<file path="config.mk">
export PLATFORM = sky130hd
export DESIGN_NAME = decoder_flat
export DESIGN_NICKNAME = d
export VERILOG_FILES = /design/src/rtl/decoder_pkg.sv /design/src/rtl/decoder_if.sv /design/src/rtl/decoder.sv /design/src/flat_wrapper.sv
export SDC_FILE = /design/constraint.sdc
export NUM_CORES = 1
export LEC_CHECK = 0
export ABC_AREA = 1
export CORE_AREA = 8 8 45 47
export CTS_BUF_LIST = sky130_fd_sc_hd__clkbuf_4
export CTS_CLUSTER_DIAMETER = 60
export CTS_CLUSTER_SIZE = 25
export DETAILED_ROUTE_END_ITERATION = 8
export DIE_AREA = 0 0 53 55
export PLACE_DENSITY = 0.3
export SYNTH_ARGS = -nofsm -noshare
export SYNTH_HDL_FRONTEND = slang
export SYNTH_SLANG_ARGS = --single-unit
</file>
<file path="constraint.sdc">
create_clock -name i_clk -period 0.8 [get_ports i_clk]
set_clock_uncertainty 0.05 [all_clocks]
set_input_delay 0.12 -clock i_clk [delete_from_list [all_inputs] [get_ports i_clk]]
set_output_delay 0.12 -clock i_clk [all_outputs]
set_load 0.02 [all_outputs]
</file>
<file path="src/rtl/decoder_pkg.sv">
// decoder_pkg: shared one-hot decode helper and select-width limit
package decoder_pkg;
  localparam int DEC_MAX_SEL_BITS = 8;
  localparam int DEC_MAX_OUT = 1 << DEC_MAX_SEL_BITS;
  typedef logic [DEC_MAX_SEL_BITS-1:0] dec_sel_t;
  typedef logic [DEC_MAX_OUT-1:0] dec_vec_t;
  function automatic dec_vec_t onehot_decode(input dec_sel_t sel);
    dec_vec_t v;
    v = '0;
    v[sel] = 1'b1;
    return v;
  endfunction
endpackage

</file>
<file path="src/rtl/decoder_if.sv">
// decoder_if: select/enable inputs and decoded outputs of one decoder
interface decoder_if #(parameter int N_SEL_BITS = 1);
  localparam int N_OUT = 1 << N_SEL_BITS;
  logic [N_SEL_BITS-1:0] i_sel;
  logic i_en;
  logic [N_OUT-1:0] o;
  logic [N_OUT-1:0] o_q;
  logic o_q_vld;
  modport master (output i_sel, i_en, input o, o_q, o_q_vld);
  modport slave (input i_sel, i_en, output o, o_q, o_q_vld);
endinterface

</file>
<file path="src/rtl/decoder.sv">
// decoder: binary-to-one-hot decode with combinational and enable-gated registered outputs
module decoder
  import decoder_pkg::*;
#(
  parameter int N_SEL_BITS = 1
) (
  input logic i_clk,
  input logic i_rst,
  decoder_if.slave bus
);
  localparam int N_OUT = 1 << N_SEL_BITS;
  if (N_SEL_BITS < 1 || N_SEL_BITS > DEC_MAX_SEL_BITS) begin : g_chk
    $fatal(1, "decoder: N_SEL_BITS out of range 1..8");
  end
  logic [N_OUT-1:0] dec, dec_d, dec_q;
  logic vld_d, vld_q;
  always_comb begin
    dec = N_OUT'(onehot_decode(dec_sel_t'(bus.i_sel)));
    dec_d = i_rst ? '0 : bus.i_en ? dec : dec_q;
    vld_d = i_rst ? 1'b0 : bus.i_en ? 1'b1 : vld_q;
  end
  always_ff @(posedge i_clk) begin
    dec_q <= dec_d;
    vld_q <= vld_d;
  end
  assign bus.o = dec;
  assign bus.o_q = dec_q;
  assign bus.o_q_vld = vld_q;
endmodule

</file>
<file path="src/flat_wrapper.sv">
// flat-port wrapper written by rule: the top's interface ports become plain ports
module decoder_flat import decoder_pkg::*;
#(
  parameter int N_SEL_BITS = 1
)
  (i_clk, i_rst, bus_i_sel, bus_i_en, bus_o, bus_o_q, bus_o_q_vld);
  decoder_if #(.N_SEL_BITS(N_SEL_BITS)) bus_i ();
  input logic i_clk;
  input logic i_rst;
  input wire logic [$bits(bus_i.i_sel)-1:0] bus_i_sel;
  input wire logic [$bits(bus_i.i_en)-1:0] bus_i_en;
  output wire logic [$bits(bus_i.o)-1:0] bus_o;
  output wire logic [$bits(bus_i.o_q)-1:0] bus_o_q;
  output wire logic [$bits(bus_i.o_q_vld)-1:0] bus_o_q_vld;
  assign bus_i.i_sel = bus_i_sel;
  assign bus_i.i_en = bus_i_en;
  assign bus_o = bus_i.o;
  assign bus_o_q = bus_i.o_q;
  assign bus_o_q_vld = bus_i.o_q_vld;
  decoder #(.N_SEL_BITS(N_SEL_BITS)) u_core (.i_clk(i_clk), .i_rst(i_rst), .bus(bus_i));
endmodule
</file>
==> results by group <==
Synth
  • Cell with the most instances after synthesis: nor2_1
  • Post-Syn Nets: 19
  • Synth area leaders: dfxtp_1 (52%), nor2_1 (13%), inv_1 (9.7%), a21oi_2 (7.5%), buf_4 (6.5%)
  • Cells after Synth: 15
  • Unique cell type count in the Yosys netlist: 7
  • Cell area after synthesis: 116 sq um
  • Post-synth ARST share: 0
  • Post-synth top area share: 0.516
  • Post-synth top cells: nor2_1 (4), dfxtp_1 (3), inv_1 (3)
  • Post-synth top flop: dfxtp_1
  • Yosys reg bits: 3
  • Avg Inst Size Synth: between 7 and 8 sq um
  • Top cell type by total area after synthesis: dfxtp_1
  • Post-synth EDFFs: 0
  • YS warnings: 0
  • Seq/Total Area, Yosys: 0.516

Min path
  • Hold depth: 5
  • Min-delay src: bus_i_sel
  • Hold path endpoint: u_core.bus.o_q[0]$_SDFFE_PP0P_
  • Hold Path Class: input port to flip-flop

Power
  • Internal: around 0.00043 W
  • Clk pwr share: 0.544
  • Register share of total power: 0.300
  • Sw frac: 0.237
  • P_leak: 0.125 nW
  • P per Cell Area: about 2200 nW/um^2
  • Power share of the combinational group: 0.156
  • Peak supply drop: 863 uV
  • Switch Pwr: 0.000134 W

Floorplanning
  • Core footprint: 1380 sq um
  • Row cnt: 14
  • IO Pins: 9
  • Die area: 2920 sq um
  • Initial Utilization: 0.0841
  • Chip width: 53 um
  • Die height: 55 um

Critical path
  • Worst reg2reg path endpoint: u_core.bus.o_q[1]$_SDFFE_PP0P_
  • CP top delay family: flip-flops
  • Cell Chain, Critical Path: buf_6
  • Slowest stage delay, CP: 330 ps
  • CP endpoint kind: primary output
  • R2r startpoint: u_core.bus.o_q[1]$_SDFFE_PP0P_
  • Crit-path max FO: 2
  • Crit path DAT: slightly below 700 ps
  • Slowest-stage cell, CP: dfxtp_2
  • Worst Path Required: 630 ps
  • Critical Path Start: u_core.bus.o_q[1]$_SDFFE_PP0P_
  • R2R depth: 3
  • Worst R2R Setup Slack: 90 ps
  • Setup CP Type: flip-flop to primary output
  • Crit path buf inv count: 1
  • Startpoint type of the worst setup path: flip-flop

STA
  • Min cycle time layout: 845 ps
  • Fmax: 1.18 GHz
  • Final hold vios: 0
  • Final setup vio count: 3
  • Tightest hold margin: 354 ps
  • Slew headroom: 0.888
  • Max Slew Vio Count: 0
  • Worst-Margin Slew: about 170 ps
  • RSZ-0062 raised after global routing: true
  • Fin worst setup slack: -45.4 ps
  • Crit share post-route: 1.06

Run
  • Max cap viols: 0

Drt
  • Vias per cell: 2.93
  • Routed vias: 129
  • DR iter-0 viols: 2
  • Post-DRT Antenna Nets: 0
  • Post-Route WL: 343 um
  • Drt wl/cell: just under 8 um
  • DRC: 0
  • TritonRoute pass-1 iters: 2

Cells and area
  • Final nets: 33
  • ANT cells: 0
  • Register Area: 63.8 sq um
  • P&R area growth vs syn: 115%
  • Multi-input gate area: 37.5 sq um
  • Post-layout instance area: 250 sq um
  • Fillcell total: 156
  • Layout cells sized above 1: 0.571

Global routing
  • Global-route wire length before repair: 455 um
  • Antenna violations before repair: 0
  • Vias in the first global route: 113
  • Maximum number of pins on one net before global-route repair: 5
  • Global route overflow: 0
  • GRT Util Overall: 0.0240

Clock tree
  • Clk_lat worst skew: 230 ps
  • CTS Buffer Depth: 2
  • Clk sinks: 3
  • H-tree lvl count: 1
  • CTS Hold Bufs: 0
  • CTS Root Cell: clkbuf_4
  • Cts bufs inserted: 3
  • CTS tree: done
  • CTS clk-pin slew, worst paths: about 40 ps

Run status
  • Violated checks: setup timing
  • Status: finished, violations left

Place
  • Area after DPL: 216 sq um
  • Routability Congestion: around 0.66
  • I/O Buffers: 8
power groups by stage:
stage	clock, W	sequential (W)	combinational (W)
6_report	0.000306	0.000169	0.0000876
5_1_grt	0.000342	0.000170	0.0000953
4_1_cts	0.000318	0.000169	0.0000856
3_5_place_dp	0	0.000168	0.0000899
3_3_place_gp	0	0.000167	0.0000912
2_1_floorplan	0	0.000179	0.0000258
how the worst max path moves through the flow:
| stage | end | slack, ps | depth (start not counted) |
|---|---|---|---|
| 3_3_place_gp | bus_o[1] | -600 | 2 |
| 4_1_cts | bus_o_q[1] | -60 | 1 |
| 3_5_place_dp | bus_o[1] | -610 | 2 |
| 2_1_floorplan | u_core.bus.o_q[1]$_SDFFE_PP0P_ | 80 | 2 |
| 6_report | bus_o_q[1] | -50 | 1 |
| 5_1_grt | bus_o_q[0] | -80 | 1 |
per-stage QoR:
step                utilization  power (W)  worst slack, ps  TNS [ps]  cells
finish                    0.181   0.000563            -45.4      -127     44
global route              0.181   0.000608            -76.9      -225     44
CTS                       0.175   0.000573            -57.9      -164     43
detailed placement        0.156   0.000258             -609     -2710     39
global placement          0.156   0.000258             -599     -2660     39
floorplan                     -   0.000205             78.5         0     15
logic make-up (layout without fill, tap and decap cells):
kind of cell,count (synthesis),count (layout),share of synthesized area
AND/OR/NAND/NOR,7,7,0.247
buffers and inverters,4,17,0.161
AO/OA/AOI/OAI,1,1,0.0753
flip-flops,3,3,0.516
placed cells by master, fill, tap and decap left out:
cell type / Yosys / final
nor2_1: 4 / 4
nand2_2: 1 / 1
inv_1: 3 / 3
buf_4: 1 / 2
a21oi_2: 1 / 1
dlygate4sd2_1: 0 / 1
clkdlybuf4s50_1: 0 / 2
nand2_1: 2 / 2
clkbuf_4: 0 / 4
dfxtp_2: 0 / 3
buf_2: 0 / 2
buf_6: 0 / 3
sequential cells by signal (all words and copies together), names as in the netlist:
name,flops
u_core.bus.o_q,2
u_core.bus.o_q_vld,1
routing by layer:
layer	share of wire	vias to the layer above	track usage
li1	-	67	-
met1	0.36	53	0.0211
met2	0.34	9	0.0215
met3	0.30	0	0.0428
met4	0	0	0.0129
met5	0	-	0
what timing repair did:
item | 4_1_cts | 5_1_grt
gates resized for setup | 30 | 0
cloned | 0 | 0
setup endpoints to repair | 6 | 3
pin swaps | 0 | 0
setup buffers | 0 | 1
layout make-up:
class	instances	share of cell area
Clock buffer	4	0.120
Inverter	3	0.0450
Multi-Input combinational cell	8	0.150
Sequential cell	3	0.255
Tap cell	16	0.0800
Timing Repair Buffer	10	0.350
Power figures use the tool's default switching activity.
==> patch: new RTL, config.mk and constraints unchanged <==
`N_SEL_BITS` is set to 1 in 3 places; all go to 2.
--- a/src/rtl/decoder_if.sv
+++ b/src/rtl/decoder_if.sv
@@ -1,5 +1,5 @@
 // decoder_if: select/enable inputs and decoded outputs of one decoder
-interface decoder_if #(parameter int N_SEL_BITS = 1);
+interface decoder_if #(parameter int N_SEL_BITS = 2);
   localparam int N_OUT = 1 << N_SEL_BITS;
   logic [N_SEL_BITS-1:0] i_sel;
   logic i_en;
--- a/src/rtl/decoder.sv
+++ b/src/rtl/decoder.sv
@@ -2,7 +2,7 @@
 module decoder
   import decoder_pkg::*;
 #(
-  parameter int N_SEL_BITS = 1
+  parameter int N_SEL_BITS = 2
 ) (
   input logic i_clk,
   input logic i_rst,
--- a/src/flat_wrapper.sv
+++ b/src/flat_wrapper.sv
@@ -1,7 +1,7 @@
 // flat-port wrapper written by rule: the top's interface ports become plain ports
 module decoder_flat import decoder_pkg::*;
 #(
-  parameter int N_SEL_BITS = 1
+  parameter int N_SEL_BITS = 2
 )
   (i_clk, i_rst, bus_i_sel, bus_i_en, bus_o, bus_o_q, bus_o_q_vld);
   decoder_if #(.N_SEL_BITS(N_SEL_BITS)) bus_i ();
Ports: changed (resized bus_i_sel, bus_o and bus_o_q); port bits go from 9 to 14. No check against the original RTL was run, so the function may have changed too.
==> patch against the unedited design <==
The run still ends with negative setup slack left. Global-route usage rose by 2.7 points. Count of clock-buffer cells in the layout did not move. Synthesized area rose by 70%. Worst setup slack got worse by 0.0063 ns. Total power rose by 39%. Via count rose by 89%. Wire length rose by 110%. Sequential cell count rose by 2. Final area rose by 71%. Critical endpoint is now bus_o_q[2]. Largest power group unchanged.
==> patch: results (changes against the unedited design) <==
Route
  • Drt total wl: 705 um (+110%)
  • DRT iter0 DRCs: 1 (-1)
  • Vias/cell: 3.588 (+22%)

Synth
  • Area contributors post-synth: dfxtp_1, nor2_1, o21ai_0
  • Syn Inst Count: 28 (+13)
  • Most common library cells after synthesis: nor2_1, dfxtp_1, inv_1
  • Syn_nets: 33 (+14)
  • Part of the Yosys area used for sequential elements: 0.5063 (-0.009800)

Critical path
  • CP Max Fanout: 2 (unchanged)

Global route
  • Largest net degree at the start of global routing: 6 (+1)
  • M3 GR Usage: 0.03209 (-0.01070)
  • GRT met1 Usage: 0.04878 (+0.02763)
  • GRT Total Usage: 0.05142 (+0.02743)
  • Number of global-route vias before repair: 240 (+110%)

Outcome
  • Failing checks: negative setup slack
  • Outcome: finished, violations left

Clocking
  • Clock transition at path regs: 0.04 ns (about the same)

Place
  • Place WS: -0.8265 ns (-0.2171 ns)
  • Placed instance count: 63 (+62%)
  • Post-DP HPWL: 530.7 um
  • Count of port buffers added during placement: 13 (+5)

Pwr
  • Worst VDD drop: 0.7150 mV (-17%)
  • Switch Pwr: 0.1984 mW (+49%)
  • LEAKAGE: 0.2333 nW (+86%)

Final layout
  • Fin cells: 68 (+55%)
  • Final nets: 58 (+76%)
  • Max reg flops: 4 (+2)
  • Share of cells above drive strength 1: 0.5577 (-0.01374)

STA
  • Worst slew margin: 0.9083 (+0.02016)
  • Final setup fails: 5 (+2)
  • Final worst slack: -0.05171 ns (-0.006267 ns)

Hold path
  • Hold path depth: 4 (-1)
-- patch: cells by family after synthesis --
family	synth area share
simple gates	0.2215
flops	0.5063
buf+inv	0.09495
compound gates	0.1772
-- patch: path summary, 6_finish.rpt --
check	startpoint	end	slack [ns]
max	u_core.bus.o_q[2]	bus_o_q[2]	-0.05
min	bus_i_en	u_core.bus.o_q_vld	0.24
max reg2reg	u_core.bus.o_q[1]	u_core.bus.o_q[1]	0.04
min reg2reg	u_core.bus.o_q_vld	u_core.bus.o_q_vld	0.42
-- patch: cell type report --
cell class	count	area [um^2]
fill	171	955.9
timing repair buffer	20	170.2
sequential	5	106.4
tap	16	20.02
inverter	5	18.77
multi-input combinational	18	82.58
clock buffer	4	30.03
-- patch: metal layers --
| metal | routed length [um] | vias up | share of wire |
|---|---|---|---|
| li1 | - | 133 | - |
| met1 | 278 | 101 | 0.39 |
| met2 | 351 | 8 | 0.50 |
| met3 | 67 | 2 | 0.095 |
| met4 | 7 | 0 | 0.0099 |
| met5 | 0 | - | 0 |
-- patch: power groups by stage --
| stage | registers (mW) | clock network (mW) | logic, mW |
|---|---|---|---|
| after floorplan | 0.298 | 0 | 0.0462 |
| after global placement | 0.277 | 0 | 0.179 |
| after detailed placement | 0.278 | 0 | 0.179 |
| after CTS | 0.280 | 0.343 | 0.171 |
| after global routing | 0.282 | 0.356 | 0.194 |
| final | 0.281 | 0.322 | 0.178 |
-- patch: stage by stage --
stage	area [um^2]	hold WS (ns)	setup TNS (ns)
finish	427.9	0.2418	-0.2382
global route	427.9	0.2626	-0.4033
global placement	392.9	0.3985	-6.388
floorplan	197.7	0.1424	0
detailed placement	392.9	0.4150	-6.428
CTS	410.4	0.2371	-0.4080
-- patch: timing repair --
action | CTS | global route
setup buffers | 0 | 1
pin swaps | 0 | 2
resized for setup | 61 | 7
hold buffers | 0 | 0
setup endpoints to repair | 13 | 9
